### src/rtl/bin2bcd_n.sv
// bin2bcd_n: sequential binary-to-BCD converter (shift-add-3 / double dabble).
// Converts one input bit per enabled clock. Uses a start/done handshake, and the
// result stays held until the next conversion completes.
// Optional feature: define BIN2BCD_N_ASCII_EN to add the dat_ascii_o output,
// which holds the zero-padded ASCII form of the result.
module bin2bcd_n #(
    parameter int unsigned W      = 16,
    parameter int unsigned DIGITS = 5
) (
    input  logic                  clk_i,
    input  logic                  rst_i,
    input  logic                  ce_i,
    input  logic                  start_i,
    input  logic [W-1:0]          dat_binary_i,
    output logic [4*DIGITS-1:0]   dat_bcd_o,
`ifdef BIN2BCD_N_ASCII_EN
    output logic [8*DIGITS-1:0]   dat_ascii_o,
`endif
    output logic                  done_o
);

    localparam int unsigned CW = $clog2(W + 1);
    localparam logic [CW-1:0] CNT_LOAD = CW'(W);
    localparam logic [CW-1:0] CNT_LAST = CW'(1);

    typedef enum logic [1:0] {
        IDLE,
        SHIFT,
        DONE
    } state_t;

    state_t               state_q;
    logic [W-1:0]         bin_q;
    logic [4*DIGITS-1:0]  acc_q;
    logic [CW-1:0]        cnt_q;
    logic [4*DIGITS-1:0]  acc_adj;

    // Add 3 to every accumulator digit that is 5 or more. Each digit is
    // adjusted independently; there is no carry between digits.
    always_comb begin
        acc_adj = acc_q;
        for (int unsigned k = 0; k < DIGITS; k++) begin
            if (acc_q[4*k +: 4] >= 4'd5) begin
                acc_adj[4*k +: 4] = acc_q[4*k +: 4] + 4'd3;
            end
        end
    end

`ifdef BIN2BCD_N_ASCII_EN
    logic [8*DIGITS-1:0] ascii_next;

    // Form the ASCII digits from the accumulator. Byte k corresponds to BCD digit k.
    always_comb begin
        ascii_next = '0;
        for (int unsigned k = 0; k < DIGITS; k++) begin
            ascii_next[8*k +: 8] = 8'h30 + {4'h0, acc_q[4*k +: 4]};
        end
    end
`endif

    // Control FSM and datapath. All state freezes while ce_i is low.
    always_ff @(posedge clk_i or posedge rst_i) begin
        if (rst_i) begin
            state_q   <= IDLE;
            bin_q     <= '0;
            acc_q     <= '0;
            cnt_q     <= '0;
            dat_bcd_o <= '0;
            done_o    <= 1'b0;
`ifdef BIN2BCD_N_ASCII_EN
            dat_ascii_o <= {DIGITS{8'h30}};
`endif
        end else if (ce_i) begin
            case (state_q)
                IDLE: begin
                    if (start_i) begin
                        bin_q   <= dat_binary_i;
                        acc_q   <= '0;
                        cnt_q   <= CNT_LOAD;
                        done_o  <= 1'b0;
                        state_q <= SHIFT;
                    end
                end
                SHIFT: begin
                    // Shift {adjusted accumulator, binary} left by one bit.
                    acc_q <= {acc_adj[4*DIGITS-2:0], bin_q[W-1]};
                    bin_q <= {bin_q[W-2:0], 1'b0};
                    cnt_q <= cnt_q - 1'b1;
                    if (cnt_q == CNT_LAST) begin
                        state_q <= DONE;
                    end
                end
                DONE: begin
                    dat_bcd_o <= acc_q;
`ifdef BIN2BCD_N_ASCII_EN
                    dat_ascii_o <= ascii_next;
`endif
                    done_o  <= 1'b1;
                    state_q <= IDLE;
                end
                default: begin
                    state_q <= IDLE;
                end
            endcase
        end
    end

endmodule

### config.mk
export PLATFORM = sky130hd
export DESIGN_NAME = bin2bcd_n
export DESIGN_NICKNAME = d
export VERILOG_FILES = /design/src/rtl/bin2bcd_n.sv
export SDC_FILE = /design/constraint.sdc
export NUM_CORES = 1
export LEC_CHECK = 0
export BUFFER_PORTS_ARGS = -buffer_cell sky130_fd_sc_hd__buf_4
export CAP_MARGIN = 5
export CORE_MARGIN = 2
export CORE_UTILIZATION = 54
export CTS_BUF_LIST = sky130_fd_sc_hd__clkbuf_8
export DETAILED_ROUTE_END_ITERATION = 7
export HOLD_SLACK_MARGIN = 0.03
export PLACE_DENSITY = 0.81
export SYNTH_ARGS = -nofsm -noshare
export SYNTH_HDL_FRONTEND = slang
export SYNTH_SLANG_ARGS = --single-unit
export TNS_END_PERCENT = 30
### constraint.sdc
create_clock -name clk_i -period 2.4 [get_ports clk_i]
set_input_delay 0.72 -clock clk_i [delete_from_list [all_inputs] [get_ports clk_i]]
set_output_delay 0.72 -clock clk_i [all_outputs]
set_load 0.005 [all_outputs]
# --- After elaboration in Yosys (flattened, before gate mapping) ---
# Index checks and enable logic that the tools add are counted.
totals:
  ff_bits: 64
  in_bits: 20
  output_inout_bits: 21
  word_cells: 45
op_classes:
  addsub: 6
  n_lt_le_gt_ge: 5
  eq_ne: 5
  n_mux: 16
  n_reduce_logical: 7
ops:
  columns: ["op", "count"]
  rows:
  - ["$pmux W20 S2", 1]
  - ["$pmux W16 S2", 1]
  - ["$ge A4 B3 Y1 const B", 5]
  - ["$mux W20", 1]
  - ["$add A4 B2 Y4 const B", 4]
  - ["$mux W16", 1]
  - ["$mux W4", 4]
  - ["$pmux W5 S2", 1]
  - ["$reduce_and A3 Y1", 3]
  - ["$eq A5 B1 Y1 const B", 1]
  - ["$mux W5", 1]
  - ["$sub A5 B1 Y5 const B", 1]
  - ["$mux W2", 2]
  - ["$ne A2 B2 Y1 const B", 2]
  - ["$pmux W2 S2", 1]
  - ["$reduce_bool A2 Y1", 2]
  - ["$add A3 B2 Y3 const B", 1]
  - ["$mux W3", 1]
  - ["$eq A2 B1 Y1 const B", 1]
  - ["$eq A2 B2 Y1 const B", 1]
  - ["$logic_not A2 Y1", 1]
  - ["$pmux W1 S2", 1]
  - ["$reduce_and A2 Y1", 1]
  - ["$mux W1", 1]

# --- Depth between registers and ports, before layout ---
# Gate-level depths: netlist of the first run.
logic_depth:
  word_depth: 3
  ltp_mapped: 7
  mapped_depth_nobuf: 6

# --- Least setup slack after synthesis of the first run ---
# OpenSTA, ideal clock, no wires.
synth_timing:
  path_type: "reg2reg"
  from: "register acc_q[0]"
  to: "register acc_q[2]"
  setup_time_ns: 0.083
  arrival_ns: 1.466
  required_time_ns: 2.317
  slack_ns: 0.852
  path_stages_with_launch: 7
  n_path_buf: 0
  period_less_slack_ns: 1.548
  path_cell_list: "dfrtp_1 > inv_1 > ha_1 > nand2b_1 > a21oi_1 > mux2_2 > o21ai_0"
synth_via:
  elab_chain_len: 3
  word_cells_on_any_way: 4
  classes_between: "add/sub: 1; order compare: 1; mux: 2"
synth_lines:
  columns: ["item", "line_no", "rtl"]
  rows:
  - ["from (decl)", "34", "logic [4*DIGITS-1:0] acc_q;"]
  - ["from (signal assigned)", "86", "acc_q <= {acc_adj[4*DIGITS-2:0], bin_q[W-1]};"]
  - ["$add A4 B2 Y4 / $ge A4 B3 Y1 (equally long branches)", "44, 43", null]
  - ["$mux W4 (*)", "43", "if (acc_q[4*k +: 4] >= 4'd5) begin"]
  - ["$pmux W20 S2 (*)", "74", "case (state_q)"]
# Mark *: on every way between the ends. The rest lies on a longest branch, timed or not.
# A chain may end at the register's enable or synchronous reset.

# --- Final worst setup path of the first run ---
layout_timing:
  from: "register state_q[0]"
  to: "register acc_q[12]"
layout_via:
  elab_chain_len: 3
  word_cells_on_any_way: 6
  classes_between: "eq/ne: 2; mux: 1; reduce/logical: 3"
layout_lines:
  columns: ["item", "line_no", "rtl"]
  rows:
  - ["from (decl)", "32", "state_t state_q;"]
  - ["from (signal assigned)", "64", "state_q <= IDLE;"]
  - ["from (signal assigned)", "81", "state_q <= SHIFT;"]
  - ["from (signal assigned)", "90", "state_q <= DONE;"]
  - ["$eq A2 B1 Y1 / $logic_not A2 Y1 (equally long branches)", "74", null]
  - ["$reduce_bool A2 Y1 (no line) / $ne A2 B2 Y1 (equally long branches)", null, null]
  - ["$reduce_and A3 Y1 (no line)", null, null]
# Several ways; a longest one is shown, not always the timed one.

==> reports/metrics.yaml, run 1 <==
layout:
  multi_input_area_um2: 1330
  final_cell_area_um2: 3640
  antennaDiodeCount: 0
  nFillCells: 441
  final_nets: 368
  final_cells: 413
  syn2layout_area_growth_pct: 17.9
  regArea_um2: 1600
  drive_above_1_share_pct: 24.3
  fin_util_pct: 66.1
logic_synthesis:
  synth_top_family_by_area: "compound AO/OA/AOI/OAI gates"
  synth_mux_area_share_pct: 10.8
  synthTopCellsByArea: "dfrtp_1, nand2_1, o21ai_0, ha_1, mux2i_1"
  yosysTopAreaCell: "dfrtp_1"
  syn_avg_cell_area_um2: 10.5
  synth.net_count: 325
  yosysTopAreaCellShare_pct: 51.9
  synth_edf_count: 0
  async_reset_ff_share_pct: 100
  synthXorXnorAreaFrac_pct: 3.12
  synth_compound_area_share_pct: 13.6
  ys_types: 34
  synth-seq-cells: 64
  synth_fa_ha_area_share_pct: 4.87
  synthFlopType: "dfrtp_1"
  syn_inst: 293
  yosysSeqAreaShare_pct: 51.9
  synth-simple-area-share_pct: 10.8
  syn_area_um2: 3090
  ys_warn_count: 0
clock_tree:
  ctsRootBufferMaster: "clkbuf_8"
  clk_latency_ps: 340
  cts_setup_buffers: 0
  cts_htree_levels: 3
  cts_inserted_buffers: 9
  path_clk_slew_ps: 70
  ctsHoldBuffers: 0
  cts.sink_count: 64
  cts_resized: 0
  cts.path.max_buffers: 2
  cts_tree: "built"
worst_setup_path:
  worstSetupPathType: "reg2reg"
  crit_fanout: 20
  worstRegToRegCells: 3
  cp_data_arrival_time_ps: 2080
  worstPathRequired_ps: 2640
  reg2reg_slack_ps: 560
  r2r_start: "state_q[0]"
  rr_endpoint: "acc_q[12]"
  end_kind: "register"
  worstSetupStartpointType: "register"
die:
  num_rows: 27
  die_h_um: 79.6
  fp.dieArea_um2: 6330
  pin_count: 41
  initial_core_util_pct: 56.0
  core-area_um2: 5510
  fp.dieW_um: 79.6
routing:
  drt-initial-drc-count: 84
  drc: 0
  dr.pass1.iters: 4
  vias_per_cell: 5.26
  dr_total_vias: 2172
  drtAntennaViolNets: 0
  drt-wirelength-per-cell_um: 13.6
  drt-total-wl_um: 5620
grt:
  grt_util_met2_pct: 32.8
  grt_max_degree: 37
  grt_busiest_layer: "met2"
  grt_use_met1_pct: 24.2
  grt_pass1_vias: 2108
  grt_pass1_wl_um: 9580
  antenna_found_initial: 0
  grt_usage_pct: 19.8
  grtUsageMet3_pct: 6.22
  grt.overflow.total: 0
placement:
  place_inst: 397
  port_buffers: 40
  place_hpwl_um: 4010
  place_congestion: 0.810
  place_area_um2: 3440
run:
  maxCapViolations: 0
timing:
  fin_skew_ps: 3.54
  finalSetupViolations: 0
  hold_viol_final: 0
  rsz0062_at_grt: "false"
  period_share_pct: 76.8
  setup_tns_ps: 0
  drv_slew: 0
  tightest_slew_ps: 691
  slew_headroom_pct: 53.8
  fin_hold_ws_ps: 379
  max_freq_mhz: 543
  period_needed_ps: 1840
pwr:
  p_leak_nw: 1.74
  p_per_area_nw_per_um2: 985
  irDropWorstVdd_v: 0.000570
worst_hold_path:
  hp-class: "in2async"
outcome:
  outcome: "complete, no violations"
## final cells by class
class	instances	area share, %
clock inverters	5	1.31
well taps	72	2.48
repair buffers	46	9.83
multi-input cells	200	36.7
inverters	15	1.55
flip-flops and latches	64	44.0
clock buffers	11	4.16
## cells in the mapped netlist (all sizes together) (4+ instances only)
library cell   n
nand2b         6
o31ai          4
nor2           5
dfrtp         64
xor2           6
xnor2          5
o21ai         55
mux2i         15
ha            12
a21oi          6
nor3           5
nand2         54
inv           15
buf           12
mux2          14
## worst max-delay path, stage by stage (launching register included)
cell	delay (ps)
dfrtp_1	530
and2b_1	360
nand2_1	480
o31ai_2	370
## metal layers
| layer | wire length, um | share of wire, % |
|---|---|---|
| met5 | 0 | 0 |
| met4 | 64 | 1.1 |
| met3 | 277 | 4.9 |
| met2 | 2750 | 49 |
| met1 | 2540 | 45 |
## stage by stage
stage	worst slack, ps	power [mW]
after floorplan	81.9	2.43
after global placement	424	2.63
after detailed placement	393	2.70
after CTS	552	3.63
after global routing	441	3.85
final	558	3.58
## state kept, by name, indices dropped and copies added, names as in the netlist
signal	flops
acc_q	20
dat_bcd_o	20
bin_q	16
cnt_q	5
state_q	2
done_o	1
## power breakdown
group	switching, mW	internal, mW
registers	0.225	1.36
clock network	0.390	0.525
logic	0.582	0.505
## kinds of logic (layout without fill, tap and decap cells)
logic type / count (synthesis) / after routing
flops: 64 / 64
fa+ha+maj: 12 / 12
simple gates: 76 / 76
mux: 29 / 29
buf+inv: 29 / 77
compound gates: 72 / 72
xor+xnor: 11 / 11
## worst max-delay path by stage
stage,to,from
floorplan,acc_q[0],rst_i
global placement,dat_bcd_o[11],ce_i
detailed placement,dat_bcd_o[10],ce_i
CTS,acc_q[12],state_q[0]
global route,acc_q[12],state_q[0]
finish,acc_q[12],state_q[0]
## cells in the final DEF, fill, tap and decap left out, types with 2 or more instances in the layout
cell type / instances
o31ai_2: 4
clkbuf_8: 11
nand2_1: 53
inv_1: 16
ha_1: 12
o21ai_0: 39
xor2_1: 6
a21oi_1: 6
buf_4: 45
o21ai_1: 15
mux2_4: 7
xnor2_1: 5
dfrtp_1: 64
nor2_1: 5
mux2i_1: 15
mux2_2: 7
nand2b_1: 6
nor3_1: 5
clkinv_2: 2
o211ai_1: 2
No activity file was read; power rests on OpenSTA's default activity.
==> inputs of run 2 (changes only) <==
Clock period 2.4 ns to 1.5 ns, I/O delays scaled along.
==> run 2 against run 1 <==
Total power increased by 73%. Core utilization increased by 5.6 points. Final area increased by 8.5%. Sequential share of layout area decreased by 3.4 points. Combinational power increased by 110%. Die area unchanged.
==> reports/metrics.yaml, run 2 (synthesized netlist as in run 1, its figures left out) <==
timing:
  drv_slew: 0
  slew_headroom_pct: 71.7
  setup_tns_ps: 0
  fin_skew_ps: 7.85
  rsz0062_at_grt: "true"
  tightest_slew_ps: 418
  period_needed_ps: 1450
  period_share_pct: 96.6
  worst_slack_ps: 51.5
  max_freq_mhz: 690
  fin_hold_ws_ps: 199
  finalSetupViolations: 0
  hold_viol_final: 0
routing:
  wl_met1_um: 2650
  dr.pass1.iters: 4
  drt-wirelength-per-cell_um: 14.0
  drt-total-wl_um: 6140
  top_layer: "met4"
  dr_total_vias: 2298
  dr_wl_met3_um: 250
  drc: 0
  drtAntennaViolNets: 0
  drt-initial-drc-count: 109
  vias_per_cell: 5.25
  dr_wl_met2_um: 3110
die:
  pin_count: 41
  num_rows: 27
  core-area_um2: 5510
  initial_core_util_pct: 56.0
  fp.dieArea_um2: 6330
  fp.dieW_um: 79.6
  die_h_um: 79.6
layout:
  nFillCells: 407
  final_cell_area_um2: 3950
  drive_above_1_share_pct: 34.4
  syn2layout_area_growth_pct: 27.9
  final_cell_mix: "buf_4, dfrtp_1, nand2_1"
  final_nets: 394
  fin_util_pct: 71.7
  final_cells: 438
  final_common_cell: "buf_4"
  top_regs: "acc_q: 20 flops, dat_bcd_o: 20 flops, bin_q: 16 flops"
  antennaDiodeCount: 0
clock_tree:
  cts.path.max_buffers: 2
  clk_latency_ps: 330
  cts_inserted_buffers: 9
  ctsRootBufferMaster: "clkbuf_8"
  cts_tree: "built"
  cts_htree_levels: 3
  cts.sink_count: 64
  path_clk_slew_ps: 70
placement:
  place_inst: 420
  place_hpwl_um: 4250
  dpl_worst_slack_ps: -50.8
  place_congestion: 0.846
  port_buffers: 40
  place_area_um2: 3680
pwr:
  power.total_mw: 6.19
  p_leak_nw: 1.89
  p_per_area_nw_per_um2: 1570
  irDropWorstVdd_v: 0.00114
worst_setup_path:
  worstSetupPathType: "reg2reg"
  crit_fanout: 4
  worstSetupStartpointType: "register"
  r2r_start: "acc_q[12]"
  reg2reg_slack_ps: 50
  worstRegToRegCells: 7
  end_kind: "register"
  cp_data_arrival_time_ps: 1660
  rr_endpoint: "acc_q[13]"
  worstPathRequired_ps: 1710
grt:
  grt_max_degree: 65
  grt.overflow.total: 0
  grt_pass1_vias: 2327
  grt_pass1_wl_um: 10300
  antenna_found_initial: 0
  grt_usage_pct: 21.4
outcome:
  outcome: "complete, no violations"
run:
  maxCapViolations: 0
worst_hold_path:
  hp-class: "in2async"
==> run 2: per-layer routing <==
metal | GRT usage, % | vias up
met4 | 9.31 | 0
met2 | 36.3 | 45
met3 | 6.22 | 11
met1 | 25.2 | 1113
met5 | 0 | -
li1 | - | 1129
==> run 2: layout make-up <==
class,count,area [um^2],share of cell area (%)
sequential,64,1600,40.6
multi-input combinational,200,1390,35.3
timing repair buffer,72,616,15.6
clock buffer,10,138,3.49
tap,72,90.1,2.28
inverter,15,60.1,1.52
clock inverter,5,48.8,1.24
==> run 2: how the worst max path moves through the flow <==
stage                   start         to  slack (ps)  cells after the start
floorplan            acc_q[0]   acc_q[2]         -50                      6
global placement    acc_q[13]  acc_q[14]          40                      6
detailed placement  acc_q[13]  acc_q[14]         -50                      6
CTS                  acc_q[9]  acc_q[10]        -0.6                      6
global route         acc_q[8]   acc_q[9]         -40                      7
finish              acc_q[12]  acc_q[13]          50                      7
==> run 2: what timing repair did <==
action | CTS | global route
setup buffers | 0 | 3
pin swaps | 1 | 6
endpoints found under the setup margin | 4 | 8
hold buffers | 0 | 0
resized for setup | 7 | 18
gates cloned | 0 | 0
==> run 2: worst max-delay path, cell delays in order, from the launching register on <==
cell and delay [ps]:
dfrtp_1 400, inv_1 90, ha_2 220, nand2b_4 70, a21oi_4 160, buf_4 130
xnor2_1 140, o21ai_0 110
==> run 2: power breakdown <==
part	switching (mW)	total, mW	internal (mW)
registers	0.355	2.52	2.17
logic	1.07	2.24	1.17
clock network	0.635	1.42	0.789
total	2.06	6.19	4.13
==> inputs of run 3 (changes only) <==
Settings changed: RECOVER_POWER set to 50.
==> run 3 against run 2 <==
Count of clock-buffer cells in the layout unchanged. First-iteration DRC count fell by 13%. Total power shrank 0.13%. Non-clock buffer count is the same. Largest cell class unchanged.
==> reports/metrics.yaml, run 3 (synthesized netlist as in run 1, its figures left out) <==
routing:
  drtAntennaViolNets: 0
  drt-wirelength-per-cell_um: 14.1
  dr_total_vias: 2302
  drt-total-wl_um: 6180
  vias_per_cell: 5.26
  dr.pass1.iters: 4
  drt-initial-drc-count: 95
  drc: 0
clock_tree:
  cts.path.max_buffers: 2
  cts_tree: "built"
  cts.sink_count: 64
  cts_inserted_buffers: 9
  ctsRootBufferMaster: "clkbuf_8"
  path_clk_slew_ps: 70
  cts_htree_levels: 3
  ctsHoldBuffers: 0
  clk_latency_ps: 330
worst_setup_path:
  cp_data_arrival_time_ps: 1660
  path_buf_inv: 2
  crit_cells: 7
  crit_fanout: 4
  cpPeakStageDelay_ps: 400
  crit_chain: "inv_1 -> ha_2 -> nand2b_4 -> a21oi_4 -> buf_4 -> xnor2_1 -> o21ai_0"
  end_kind: "register"
  cp_slowest_cell: "dfrtp_1"
  r2r_start: "acc_q[12]"
  cp_top_family: "flip-flops"
  worstSetupPathType: "reg2reg"
  worstRegToRegCells: 7
  worstPathRequired_ps: 1710
  worstSetupStartpointType: "register"
  worstSetupStartpoint: "acc_q[12]"
layout:
  top_regs: "acc_q: 20 flops, dat_bcd_o: 20 flops, bin_q: 16 flops"
  final_common_cell: "buf_4"
  syn2layout_area_growth_pct: 27.3
  drive_above_1_share_pct: 33.9
  nFillCells: 410
  antennaDiodeCount: 0
  final_nets: 394
  final_cell_mix: "buf_4, dfrtp_1, nand2_1"
  final_cells: 438
  final_cell_area_um2: 3930
grt:
  grt_usage_pct: 21.4
  grtUsageMet3_pct: 6.22
  grt_util_met2_pct: 36.3
  grt_use_met1_pct: 25.2
  grt_busiest_layer: "met2"
  antenna_found_initial: 0
  grt_pass1_wl_um: 10300
  grt_max_degree: 65
  grt.overflow.total: 0
  grt_pass1_vias: 2327
placement:
  place_inst: 420
  place_congestion: 0.846
  place_hpwl_um: 4250
  place_area_um2: 3680
  port_buffers: 40
die:
  die_h_um: 79.6
  core-area_um2: 5510
  num_rows: 27
  fp.dieW_um: 79.6
  initial_core_util_pct: 56.0
  pin_count: 41
  fp.dieArea_um2: 6330
run:
  maxCapViolations: 0
worst_hold_path:
  hold_start: "dat_binary_i[0]"
  hp-class: "in2reg"
  holdPathStages: 2
pwr:
  p_leak_nw: 1.89
  p_per_area_nw_per_um2: 1570
  irDropWorstVdd_v: 0.00114
timing:
  drv_slew: 0
  fin_skew_ps: 7.85
  hold_viol_final: 0
  rsz0062_at_grt: "true"
  period_share_pct: 96.4
  period_needed_ps: 1450
  slew_headroom_pct: 43.7
  finalSetupViolations: 0
  max_freq_mhz: 692
  tightest_slew_ps: 845
outcome:
  outcome: "complete, no violations"
run 3: final cells by class:
class	count	area [um^2]	area share, %
clock buffer	10	138	3.51
inverter	15	57.6	1.47
tap	72	90.1	2.29
timing repair buffer	72	603	15.4
multi-input combinational	200	1390	35.3
clock inverter	5	48.8	1.24
sequential	64	1600	40.8
run 3: power by group:
part	switching (mW)	internal, mW	total, mW
clock	0.635	0.789	1.42
combinational	1.07	1.16	2.23
sequential	0.353	2.17	2.52
run 3: routing by layer:
metal  wire length (um)  up-vias
li1                   -     1130
met1               2660     1118
met2               3140       43
met3                244       11
met4                132        0
met5                  0        -
run 3: stage by stage:
stage	power [mW]	TNS (ps)	util (%)	setup slack, ps	hold WS [ps]
global route	6.59	-116	71.3	-37.3	337
global placement	4.57	0	66.8	41.7	461
finish	6.18	0	71.3	54.1	346
CTS	6.17	-0.597	70.5	-0.597	196
floorplan	3.89	-144	-	-48.1	449
detailed placement	4.69	-106	66.8	-50.8	470
run 3: worst paths after layout:
kind	to	slack (ps)
hold / removal	bin_q[0]	350
setup reg to reg	acc_q[13]	50
max in group asynchronous	acc_q[18]	530
min in group asynchronous	dat_bcd_o[10]	420
hold reg to reg	dat_bcd_o[12]	480
setup / recovery	acc_q[13]	50
run 3: worst register-to-register path: cells and delay by family, from the launching register on:
family / cells / cell delay [ps]
adder cells (fa/ha/maj): 1 / 220
XOR/XNOR: 1 / 140
buffers and inverters: 2 / 220
AO/OA/AOI/OAI: 2 / 270
flip-flops: 1 / 400
AND/OR/NAND/NOR: 1 / 70
run 3: repair_timing:
item | CTS | global route
setup buffers | 0 | 3
pin swaps | 1 | 6
resized for setup | 7 | 18
endpoints found under the setup margin | 4 | 8
